--- src/rtl/and4_vector_sequencer.sv ---
// Buffers {a,b,exp} vectors, then applies each to a combinational datapath and checks its result.
// Per vector: APPLY, SETTLE hold cycles, CHECK; status counters saturate and hold until the next start.
module and4_vector_sequencer #(
  parameter int WIDTH  = 4,
  parameter int DEPTH  = 16,
  parameter int SETTLE = 1
) (
  input  logic             clk,
  input  logic             rst_n,
  input  logic             vec_valid,
  output logic             vec_ready,
  input  logic [WIDTH-1:0] vec_a,
  input  logic [WIDTH-1:0] vec_b,
  input  logic [WIDTH-1:0] vec_exp,
  input  logic             start,
  output logic             busy,
  output logic             done,
  output logic [WIDTH-1:0] dut_a,
  output logic [WIDTH-1:0] dut_b,
  input  logic [WIDTH-1:0] dut_c,
  output logic             err_pulse,
  output logic [15:0]      err_count,
  output logic [15:0]      vec_count,
  output logic [15:0]      first_err_idx,
  output logic             first_err_valid
);
  localparam int AW = $clog2(DEPTH);
  localparam int SW = (SETTLE > 1) ? $clog2(SETTLE) : 1;
  localparam logic [SW-1:0] SETTLE_INIT = SW'(SETTLE - 1);

  localparam logic [2:0] S_IDLE   = 3'd0;
  localparam logic [2:0] S_APPLY  = 3'd1;
  localparam logic [2:0] S_SETTLE = 3'd2;
  localparam logic [2:0] S_CHECK  = 3'd3;
  localparam logic [2:0] S_DONE   = 3'd4;

  logic [2:0]       state_q, state_d;
  logic [AW:0]      wr_ptr_q, wr_ptr_d, rd_ptr_q, rd_ptr_d;
  logic [WIDTH-1:0] dut_a_q, dut_a_d, dut_b_q, dut_b_d, exp_q, exp_d;
  logic [SW-1:0]    cnt_q, cnt_d;
  logic             err_pulse_q, err_pulse_d;
  logic [15:0]      err_count_q, err_count_d, vec_count_q, vec_count_d;
  logic [15:0]      first_err_idx_q, first_err_idx_d;
  logic             first_err_valid_q, first_err_valid_d;

  logic [WIDTH-1:0] mem_a [DEPTH];
  logic [WIDTH-1:0] mem_b [DEPTH];
  logic [WIDTH-1:0] mem_e [DEPTH];

  logic empty, full, wr_en, mismatch;

  // Extra MSB on the pointers tells a full FIFO from an empty one.
  assign empty     = (wr_ptr_q == rd_ptr_q);
  assign full      = (wr_ptr_q[AW] != rd_ptr_q[AW]) && (wr_ptr_q[AW-1:0] == rd_ptr_q[AW-1:0]);
  assign vec_ready = (state_q == S_IDLE) && !full;
  assign wr_en     = vec_valid && vec_ready;
  assign mismatch  = (dut_c !== exp_q);

  always_ff @(posedge clk) begin
    if (wr_en) begin
      mem_a[wr_ptr_q[AW-1:0]] <= vec_a;
      mem_b[wr_ptr_q[AW-1:0]] <= vec_b;
      mem_e[wr_ptr_q[AW-1:0]] <= vec_exp;
    end
  end

  always_comb begin
    state_d           = state_q;
    wr_ptr_d          = wr_ptr_q + {{AW{1'b0}}, wr_en};
    rd_ptr_d          = rd_ptr_q;
    dut_a_d           = dut_a_q;
    dut_b_d           = dut_b_q;
    exp_d             = exp_q;
    cnt_d             = cnt_q;
    err_pulse_d       = 1'b0;
    err_count_d       = err_count_q;
    vec_count_d       = vec_count_q;
    first_err_idx_d   = first_err_idx_q;
    first_err_valid_d = first_err_valid_q;
    case (state_q)
      S_IDLE: begin
        if (start) begin
          err_count_d       = '0;
          vec_count_d       = '0;
          first_err_idx_d   = '0;
          first_err_valid_d = 1'b0;
          // A vector written this same cycle counts toward the run.
          state_d = (wr_en || !empty) ? S_APPLY : S_DONE;
        end
      end
      S_APPLY: begin
        dut_a_d  = mem_a[rd_ptr_q[AW-1:0]];
        dut_b_d  = mem_b[rd_ptr_q[AW-1:0]];
        exp_d    = mem_e[rd_ptr_q[AW-1:0]];
        rd_ptr_d = rd_ptr_q + {{AW{1'b0}}, 1'b1};
        cnt_d    = SETTLE_INIT;
        state_d  = S_SETTLE;
      end
      S_SETTLE: begin
        if (cnt_q == '0) state_d = S_CHECK;
        else             cnt_d   = cnt_q - {{(SW-1){1'b0}}, 1'b1};
      end
      S_CHECK: begin
        vec_count_d = (vec_count_q == 16'hFFFF) ? vec_count_q : vec_count_q + 16'd1;
        if (mismatch) begin
          err_pulse_d = 1'b1;
          err_count_d = (err_count_q == 16'hFFFF) ? err_count_q : err_count_q + 16'd1;
          if (!first_err_valid_q) begin
            first_err_idx_d   = vec_count_q;
            first_err_valid_d = 1'b1;
          end
        end
        state_d = empty ? S_DONE : S_APPLY;
      end
      S_DONE:  state_d = S_IDLE;
      default: state_d = S_IDLE;
    endcase
  end

  always_ff @(posedge clk or negedge rst_n) begin
    if (!rst_n) begin
      state_q           <= S_IDLE;
      wr_ptr_q          <= '0;
      rd_ptr_q          <= '0;
      dut_a_q           <= '0;
      dut_b_q           <= '0;
      exp_q             <= '0;
      cnt_q             <= '0;
      err_pulse_q       <= 1'b0;
      err_count_q       <= '0;
      vec_count_q       <= '0;
      first_err_idx_q   <= '0;
      first_err_valid_q <= 1'b0;
    end else begin
      state_q           <= state_d;
      wr_ptr_q          <= wr_ptr_d;
      rd_ptr_q          <= rd_ptr_d;
      dut_a_q           <= dut_a_d;
      dut_b_q           <= dut_b_d;
      exp_q             <= exp_d;
      cnt_q             <= cnt_d;
      err_pulse_q       <= err_pulse_d;
      err_count_q       <= err_count_d;
      vec_count_q       <= vec_count_d;
      first_err_idx_q   <= first_err_idx_d;
      first_err_valid_q <= first_err_valid_d;
    end
  end

  assign busy            = (state_q == S_APPLY) || (state_q == S_SETTLE) || (state_q == S_CHECK);
  assign done            = (state_q == S_DONE);
  assign dut_a           = dut_a_q;
  assign dut_b           = dut_b_q;
  assign err_pulse       = err_pulse_q;
  assign err_count       = err_count_q;
  assign vec_count       = vec_count_q;
  assign first_err_idx   = first_err_idx_q;
  assign first_err_valid = first_err_valid_q;
endmodule

--- config.mk ---
export PLATFORM = sky130hd
export DESIGN_NAME = and4_vector_sequencer
export DESIGN_NICKNAME = d
export VERILOG_FILES = /design/src/rtl/and4_vector_sequencer.sv
export SDC_FILE = /design/constraint.sdc
export NUM_CORES = 1
export LEC_CHECK = 0
export ABC_AREA = 1
export CAP_MARGIN = 25
export CELL_PAD_IN_SITES_DETAIL_PLACEMENT = 0
export CELL_PAD_IN_SITES_GLOBAL_PLACEMENT = 2
export CORE_MARGIN = 4
export CORE_UTILIZATION = 39
export CTS_CLUSTER_SIZE = 25
export DETAILED_ROUTE_END_ITERATION = 8
export PLACE_DENSITY = 0.9
export SYNTH_ARGS = -nofsm -noshare
export SYNTH_HDL_FRONTEND = slang
export SYNTH_SLANG_ARGS = --single-unit
--- constraint.sdc ---
create_clock -name clk -period 2.75 [get_ports clk]
set_input_delay 0.55 -clock clk [delete_from_list [all_inputs] [get_ports clk]]
set_output_delay 0.55 -clock clk [all_outputs]
set_load 0.02 [all_outputs]
After elaboration in Yosys (flattened, before gate mapping)
Memory sizes are Yosys's and may differ from the RTL's. A register that Yosys moved wholly into a read port is not among the register bits.
Index checks and enable logic that the tools add are counted.
{ "totals": {"output_inout_bits": 61, "in_bits": 20, "regBits": 64, "ram_bits": 192, "mem_count": 3} }
{ "memory_table": {"columns": ["name", "words", "width", "rd", "rd_clocked_by_memory_dff", "write_ports", "line_no", "rtl"], "rows": [
  ["mem_a", 16, 4, 1, 1, 1, "46", "logic [WIDTH-1:0] mem_a [DEPTH];"],
  ["mem_b", 16, 4, 1, 1, 1, "47", "logic [WIDTH-1:0] mem_b [DEPTH];"],
  ["mem_e", 16, 4, 1, 1, 1, "48", "logic [WIDTH-1:0] mem_e [DEPTH];"]
]} }
{ "op_classes": {"reduce_logical": 19, "n_addsub": 5, "eq_ne": 16, "mux": 23} }
{ "op_table": {"columns": ["op", "n"], "rows": [
  ["16-bit 2-to-1 mux", 6],
  ["16-bit case mux with 2 select lines", 3],
  ["16-bit by 1-bit adder with 16-bit output (second input constant)", 2],
  ["16-bit equality test (second input constant)", 2],
  ["3-bit 2-to-1 mux", 4],
  ["2-bit inequality test (second input constant)", 6],
  ["3-bit case mux with 4 select lines", 1],
  ["4-bit AND reduction", 2],
  ["1-bit 2-to-1 mux", 7],
  ["3-bit by 2-bit equality test with 1-bit output (second input constant)", 2],
  ["3-bit AND reduction", 2],
  ["5-bit by 1-bit adder with 5-bit output", 1],
  ["5-bit by 1-bit adder with 5-bit output (second input constant)", 1],
  ["5-bit equality test", 1],
  ["1-bit logical NOT", 5],
  ["4-bit equality test", 1],
  ["4-bit !== test", 1],
  ["1-bit case mux with 2 select lines", 2],
  ["2-bit nonzero test", 2],
  ["3-bit by 1-bit equality test with 1-bit output (second input constant)", 1],
  ["3-bit equality test (second input constant)", 1],
  ["1-bit logical AND", 3],
  ["3-bit logical NOT", 1],
  ["1-bit logical OR", 3],
  ["3 further kinds", 3]
]} }

Longest topological paths before layout
Gate-level depths: netlist (run 1).
{ "depth": {"word_depth": 9, "ltp_mapped": 12, "depth_no_buf": 11} }

Least setup slack after synthesis (run 1)
No wires, ideal clock.
{ "synth_timing": {"path_type": "register -> register", "from": "reg rd_ptr_q[1]", "to": "mem mem_a[12][0] (enable)", "setup_time_ns": 0.380, "t_arrival_ns": 1.779, "path_buffers": 1, "stages_incl_launch_ff": 11, "slack_ns": 0.591, "required_ns": 2.370, "cell_sequence": "dfrtp_1 -> clkbuf_2 -> inv_2 -> nand2_1 -> nand2_1 -> nor2_1 -> nand3_1 -> nand2_1 -> nor2_2 -> nand3_1 -> nor2_1"} }
{ "synth_via": {"elab_chain_cells": 7} }
{ "synth_lines": {"columns": ["item", "line_no", "rtl"], "rows": [
  ["start, declared", "38", "logic [AW:0] wr_ptr_q, wr_ptr_d, rd_ptr_q, rd_ptr_d;"],
  ["start signal, assigned", "137", "rd_ptr_q <= rd_ptr_d;"],
  ["4-bit equality test", "54", "assign full = (wr_ptr_q[AW] != rd_ptr_q[AW]) && (wr_ptr_q[AW-1:0] == rd_ptr_q[AW-1:0]);"],
  ["1-bit logical AND", "54", null],
  ["1-bit logical NOT", "55", "assign vec_ready = (state_q == S_IDLE) && !full;"],
  ["1-bit logical AND", "55", null],
  ["1-bit logical AND", "56", "assign wr_en = vec_valid && vec_ready;"],
  ["1-bit 2-to-1 mux", "60", "if (wr_en) begin"],
  ["1-bit 2-to-1 mux (implied by the code)", "61", "mem_a[wr_ptr_q[AW-1:0]] <= vec_a;"],
  ["end, declared", "46", null]
]} }
No other way between the ends.

Worst setup path in the final report (run 1)
{ "layout_timing": {"from": "reg wr_ptr_q[1]", "to": "out vec_ready"} }
{ "layout_via": {"elab_chain_cells": 4} }
{ "layout_lines": {"columns": ["item", "line_no", "rtl"], "rows": [
  ["start, declared", "38", null],
  ["start signal, assigned", "136", "wr_ptr_q <= wr_ptr_d;"],
  ["4-bit equality test", "54", null],
  ["1-bit logical AND", "54", null],
  ["1-bit logical NOT", "55", null],
  ["1-bit logical AND", "55", null],
  ["end, declared", "11", "output logic vec_ready,"]
]} }
No other way between the ends.

==> metrics.md, run 1 <==
| Metric | Value |
|---|---|
| Outcome | complete, no violations |
| CTS clk-pin slew, worst paths | 0.06 ns |
| Commonest non-fill, non-tap cells in the layout | nand2_1 (292), edfxtp_1 (192), nor2_1 (137) |
| Power Total | 0.0133 W |
| FF-to-FF path depth | 7 |
| Dpl cells | between 1500 and 2000 |
| Final min period | 2.57 ns |
| Synthesized area | 0.0116 mm^2 |
| Critical path endpoint category | primary output |
| Slew HR | 0.312 |
| CTS tree | built |
| IO Pins | 81 |
| Via count | between 8000 and 9000 |
| Placer congestion estimate | 0.801 |
| Core Region | ~0.029 mm^2 |
| N_diodes | 0 |
| Period utilisation layout | 0.933 |
| Post-CTS Hold Buffers | 0 |
| CTS Buf Count | 27 |
| Final setup vio count | 0 |
| Initial DRT Pass Iterations | 5 |
| Power per cell area | 959 mW/mm^2 |
| Post-CTS Setup Bufs | 0 |
| Die ar. | roughly 0.033 mm^2 |
| Initial core utilization | 0.400 |
| EDFF count, synth | 192 |
| Fin Clk Skew | 0.0194 ns |
| TNS Setup | 0 ns |
| Async SR Flop Fraction | 0.281 |
| Worst path arrival time | approximately 2 ns |
| Longest Clk Path Bufs | 3 |
| Max VDD drop | 0.561 mV |
| NumNets Final | between 1000 and 1500 |
| Via-to-Cell Ratio | 4.93 |
| Worst Max-Slew Pin Slew | 1.03 ns |
| Initial DRC Count | 786 |
| P&R area growth vs syn | 20.1% |
| Fill count | 2698 |
| HP Class | in2async |
| Synthesized flop and latch total | 267 |
| # DRC | 0 |
| Pin count of the biggest net entering global routing | 99 |
| Final ANT Viol Nets | 0 |
| Die W | approximately 180 um |
| RSZ-0062 raised after global routing | false |
| Total Routing Usage GR | 0.176 |
| Max cap viols | 0 |
| Detailed Place HPWL | 19.5 mm |
| Max-slew violations | 0 |
| Grt ovf | 0 |
| Main synth FF type | edfxtp_1 |
| Share of cells above drive strength 1 | 0.109 |
| First-pass GRT wire length | 45.9 mm |
| Post-layout util | 0.480 |
| Non-filler cells, final | 1631 |
| Root buffer cell | clkbuf_16 |
| H-tree depth | 1 |
| Worst EP required | 2.20 ns |
| P_leak | 5.38 nW |
| Distinct cells, synth | 39 |
| Multi-input logic area | 0.00351 mm^2 |
| # port buffers | 80 |
| Post-Synthesis Cells | about 1100 |
| Register area share after synthesis | 0.659 |
| Setup CP Type | reg2out |
| Clock sinks | 267 |
| Max Freq | 390 MHz |
| Syn_area_per_cell | 10.4 um^2 |
| Antenna violations before repair | 0 |
| Setup crit start kind | flip-flop |
| Later-pin clock latency in the skew report | 0.55 ns |
| CP Max Fanout | 6 |
| Syn. warnings | 0 |
| Final hold vios | 0 |
| Drt total wl | 29.2 mm |
| Commonest non-fill, non-tap cell in the layout | nand2_1 |
| Routed len/inst | 17.9 um |
| Die Y | 180 um |
| Rows | between 60 and 70 |
| Mapped Nets | between 1000 and 1500 |
| Register Area | ~0.0076 mm^2 |
| Vias in the first global route | 7902 |
## state kept, by name, summed over array words and instances, names as in the netlist, 3 cells and up
name and flops:
err_count 16, dut_b 4, state_q 3, first_err_idx 16, wr_ptr_q 5, vec_count 16, mem_a 64, exp_q 4
dut_a 4, rd_ptr_q 5, mem_e 64, mem_b 64
## through the flow
step	hold slack [ns]	instance area [um^2]	worst slack [ns]
after global placement	0.461	13000	0.340
after detailed placement	0.463	13000	0.316
final	0.00623	13900	0.183
after floorplan	0.254	11600	0.591
after global routing	0.0173	13900	0.0660
after CTS	0.00303	13900	0.159
## worst max-delay path, cell delays in order (launching register included)
cell	delay, ns
dfrtp_1	0.44
inv_1	0.11
nand2_1	0.07
nand2_1	0.05
nor2_2	0.19
nand3_1	0.12
nand2_1	0.11
inv_1	0.06
dlygate4sd2_1	0.31
## power by group
part	internal, W	leakage (nW)	switching [W]
registers	0.00473	2.72	0.000339
logic	0.00144	2.24	0.00324
clock network	0.00203	0.424	0.00156
total	0.00821	5.38	0.00514
## area by class of cell
| class | count | area share |
|---|---|---|
| Tap cell | 384 | 0.0345 |
| Inverter | 58 | 0.0160 |
| Multi-Input combinational cell | 743 | 0.252 |
| Sequential cell | 267 | 0.549 |
| Clock buffer | 30 | 0.0501 |
| Clock inverter | 20 | 0.0129 |
| Timing Repair Buffer | 129 | 0.0855 |
## synthesized netlist by cell type, types with 3 or more instances
| master | instances | area share |
|---|---|---|
| xor2_1 | 24 | 0.018 |
| xnor2_1 | 4 | 0.0030 |
| edfxtp_1 | 192 | 0.50 |
| inv_1 | 49 | 0.016 |
| ha_1 | 5 | 0.0054 |
| nand3_1 | 62 | 0.027 |
| inv_2 | 7 | 0.0023 |
| o21ai_0 | 87 | 0.038 |
| a21oi_1 | 39 | 0.017 |
| a21boi_0 | 12 | 0.0078 |
| o22ai_1 | 25 | 0.013 |
| nor2_1 | 139 | 0.045 |
| dfrtp_1 | 75 | 0.16 |
| nor3_1 | 11 | 0.0047 |
| nand2_2 | 16 | 0.0086 |
| nand4_1 | 8 | 0.0043 |
| buf_2 | 8 | 0.0035 |
| o21bai_1 | 3 | 0.0019 |
| clkbuf_1 | 30 | 0.0097 |
| nor2_2 | 3 | 0.0016 |
| buf_6 | 3 | 0.0029 |
| nand2_1 | 292 | 0.095 |
## cell families (layout without fill, tap and decap cells)
group | after synthesis | count (layout) | share of synthesized area
buf+inv | 104 | 237 | 0.0387
xor+xnor | 28 | 28 | 0.0211
simple gates | 541 | 541 | 0.196
compound gates | 169 | 169 | 0.0795
fa+ha+maj | 5 | 5 | 0.00539
flops | 267 | 267 | 0.659
## what timing repair did
item | CTS | global route
endpoints found under the hold margin | 0 | 0
resized for setup | 3 | 1
setup endpoints to repair | 1 | 1
## layer usage
metal	up-vias	wire (um)	track usage
li1	3999	-	-
met1	3796	14100	0.268
met2	218	13000	0.269
met3	34	1720	0.0252
met4	0	431	0.0369
met5	-	0	0
## path summary, 6_finish.rpt
kind	start	end	slack (ns)
max	wr_ptr_q[1]$_DFF_PN0_	vec_ready	0.18
min	rst_n	first_err_idx[3]$_DFFE_PN0P_	0.006
max reg2reg	rd_ptr_q[0]$_DFFE_PN0N_	dut_a[1]$_DFFE_PN0N_	0.46
min reg2reg	first_err_idx[8]$_DFFE_PN0P_	first_err_idx[8]$_DFFE_PN0P_	0.48
max in group asynchronous	rst_n	rd_ptr_q[3]$_DFFE_PN0N_	2.17
min in group clk	first_err_idx[8]$_DFFE_PN0P_	first_err_idx[8]$_DFFE_PN0P_	0.48
No activity file was read; power rests on OpenSTA's default activity.
==> inputs of run 2 (changes only) <==
--- a/config.mk
+++ b/config.mk
@@ -13,7 +13,7 @@
 export CORE_UTILIZATION = 39
 export CTS_CLUSTER_SIZE = 25
 export DETAILED_ROUTE_END_ITERATION = 8
-export PLACE_DENSITY = 0.9
+export PLACE_DENSITY = 0.89
 export SYNTH_ARGS = -nofsm -noshare
 export SYNTH_HDL_FRONTEND = slang
 export SYNTH_SLANG_ARGS = --single-unit
==> run 2 against run 1 <==
Sequential share of layout area shrank 0.70 points. Fmax fell by 0.62%. Critical path depth stayed put. Sequential power about the same. Largest power group unchanged.
==> metrics.md, run 2 (synthesized netlist as in run 1, its figures left out) <==
| Metric | Value |
|---|---|
| Outcome | complete, no violations |
| H-tree depth | 1 |
| Initial DRT Pass Iterations | 7 |
| P&R area growth vs syn | 21.6% |
| # port buffers | 80 |
| Initial DRC Count | 716 |
| N_diodes | 0 |
| Commonest non-fill, non-tap cells in the layout | nand2_1 (292), edfxtp_1 (192), nor2_1 (138) |
| RR Startpoint | rd_ptr_q[0]$_DFFE_PN0N_ |
| Worst path arrival time | 2.03 ns |
| Clock sinks | 267 |
| Worst Max-Slew Pin Slew | roughly 0.82 ns |
| Via count | 8129 |
| Final setup vio count | 0 |
| Dpl ws | 0.357 ns |
| Dpl cells | 1571 |
| Antenna violations before repair | 0 |
| Placer congestion estimate | 0.784 |
| Fin Clk Skew | ~0.016 ns |
| Max cap viols | 0 |
| Worst EP required | 2.20 ns |
| Drt total wl | 29.4 mm |
| Register Area | 0.00764 mm^2 |
| Worst Setup SP | wr_ptr_q[2]$_DFF_PN0_ |
| Multi-input logic area | 0.00351 mm^2 |
| CP dominant cell by count | nand2_1 |
| Initial core utilization | 0.400 |
| Power per cell area | just over 1000 mW/mm^2 |
| Worst Slack Setup Final | 0.167 ns |
| Vias in the first global route | between 8000 and 9000 |
| NumNets Final | 1243 |
| Die ar. | 0.0326 mm^2 |
| Max stage delay cell, worst path | dfrtp_1 |
| CTS tree | built |
| Fill count | 2703 |
| Max Freq | 387 MHz |
| Pin count of the biggest net entering global routing | 100 |
| Setup crit start kind | flip-flop |
| Routed len/inst | 18.1 um |
| Max incr delay on CP | 0.45 ns |
| CP Max Fanout | 7 |
| Via-to-Cell Ratio | 5.00 |
| Hold slack final | roughly 0.027 ns |
| Max-slew violations | 0 |
| Final min period | 2.58 ns |
| Root buffer cell | clkbuf_16 |
| TNS Setup | 0 ns |
| Final ANT Viol Nets | 0 |
| Core Region | 0.0290 mm^2 |
| Non-filler cells, final | 1625 |
| Longest Clk Path Bufs | 3 |
| Setup CP Type | reg2out |
| Die W | 180 um |
| HP Class | in2async |
| Slew HR | 0.451 |
| Crit path cell chain | inv_1, nand2_1, nand2_1, nor2_1, nand3_1, nand2_1, inv_1, dlygate4sd2_1 |
| First-pass GRT wire length | between 40 and 50 mm |
| RSZ-0062 raised after global routing | false |
| Period utilisation layout | 0.939 |
| CTS Buf Count | 29 |
| Power Total | 0.0142 W |
| Share of cells above drive strength 1 | 0.102 |
| Rows | 62 |
| Detailed Place HPWL | 19.0 mm |
| IO Pins | 81 |
| Final hold vios | 0 |
| # DRC | 0 |
| P_leak | 5.46 nW |
| Later-pin clock latency in the skew report | between 0.5 and 0.6 ns |
| Grt ovf | 0 |
| Max VDD drop | roughly 0.50 mV |
| Die Y | 180 um |
| Critical path endpoint category | primary output |
| Total Routing Usage GR | 0.179 |
| Commonest non-fill, non-tap cell in the layout | nand2_1 |
| CTS clk-pin slew, worst paths | roughly 0.060 ns |
[run 2: cell count changes in the layout (fill, tap and decap cells not counted), moves of 2 or more]
cell | previous run | this run
buf_4 | 48 | 36
bufinv_16 | 2 | 9
clkinvlp_4 | 5 | 1
clkbuf_16 | 27 | 29
buf_12 | 2 | 4
clkinv_2 | 9 | 4
[run 2: final cells by class]
| type | count | share of cell area |
|---|---|---|
| Clock buffer | 34 | 0.0542 |
| Clock inverter | 20 | 0.0243 |
| Inverter | 58 | 0.0158 |
| Multi-Input combinational cell | 743 | 0.249 |
| Sequential cell | 267 | 0.542 |
| Tap cell | 384 | 0.0341 |
| Timing Repair Buffer | 119 | 0.0808 |
[run 2: routing by layer]
layer  global-route usage  wire (um)
met1                0.252      13300
met2                0.300      14200
met3               0.0244       1430
met4               0.0369        458
met5                    0          0
[run 2: critical path: cells and delay by family, from the launching register on]
family / cells / cell delay, ns
buffers and inverters: 3 / 0.49
flip-flops: 1 / 0.45
AND/OR/NAND/NOR: 5 / 0.58
[run 2: stage by stage]
step	instance area [um^2]	utilization
floorplan	11600	-
global placement	13000	0.448
detailed placement	13000	0.448
CTS	14100	0.486
global route	14100	0.486
finish	14100	0.486
[run 2: worst paths after layout]
check | endpoint | slack (ns) | cells past startpoint
max in group asynchronous | err_count[4]$_DFFE_PN0P_ | 2.11 | 2
max reg2reg | exp_q[2]$_DFFE_PN0N_ | 0.52 | 9
max | vec_ready | 0.17 | 8
min reg2reg | first_err_idx[0]$_DFFE_PN0P_ | 0.47 | 2
min | first_err_idx[13]$_DFFE_PN0P_ | 0.03 | 1
min in group clk | first_err_idx[0]$_DFFE_PN0P_ | 0.47 | 2
[run 2: where the power goes]
part | total (W) | leakage [nW] | internal (W) | switching [W]
sequential | 0.00506 | 2.72 | 0.00473 | 0.000335
combinational | 0.00473 | 2.20 | 0.00146 | 0.00327
clock | 0.00443 | 0.540 | 0.00284 | 0.00160
[run 2: what timing repair did]
item                       CTS  global route
buffers inserted             0             0
hold buffers                 0             0
resized for setup            2             0
setup endpoints to repair    1             0
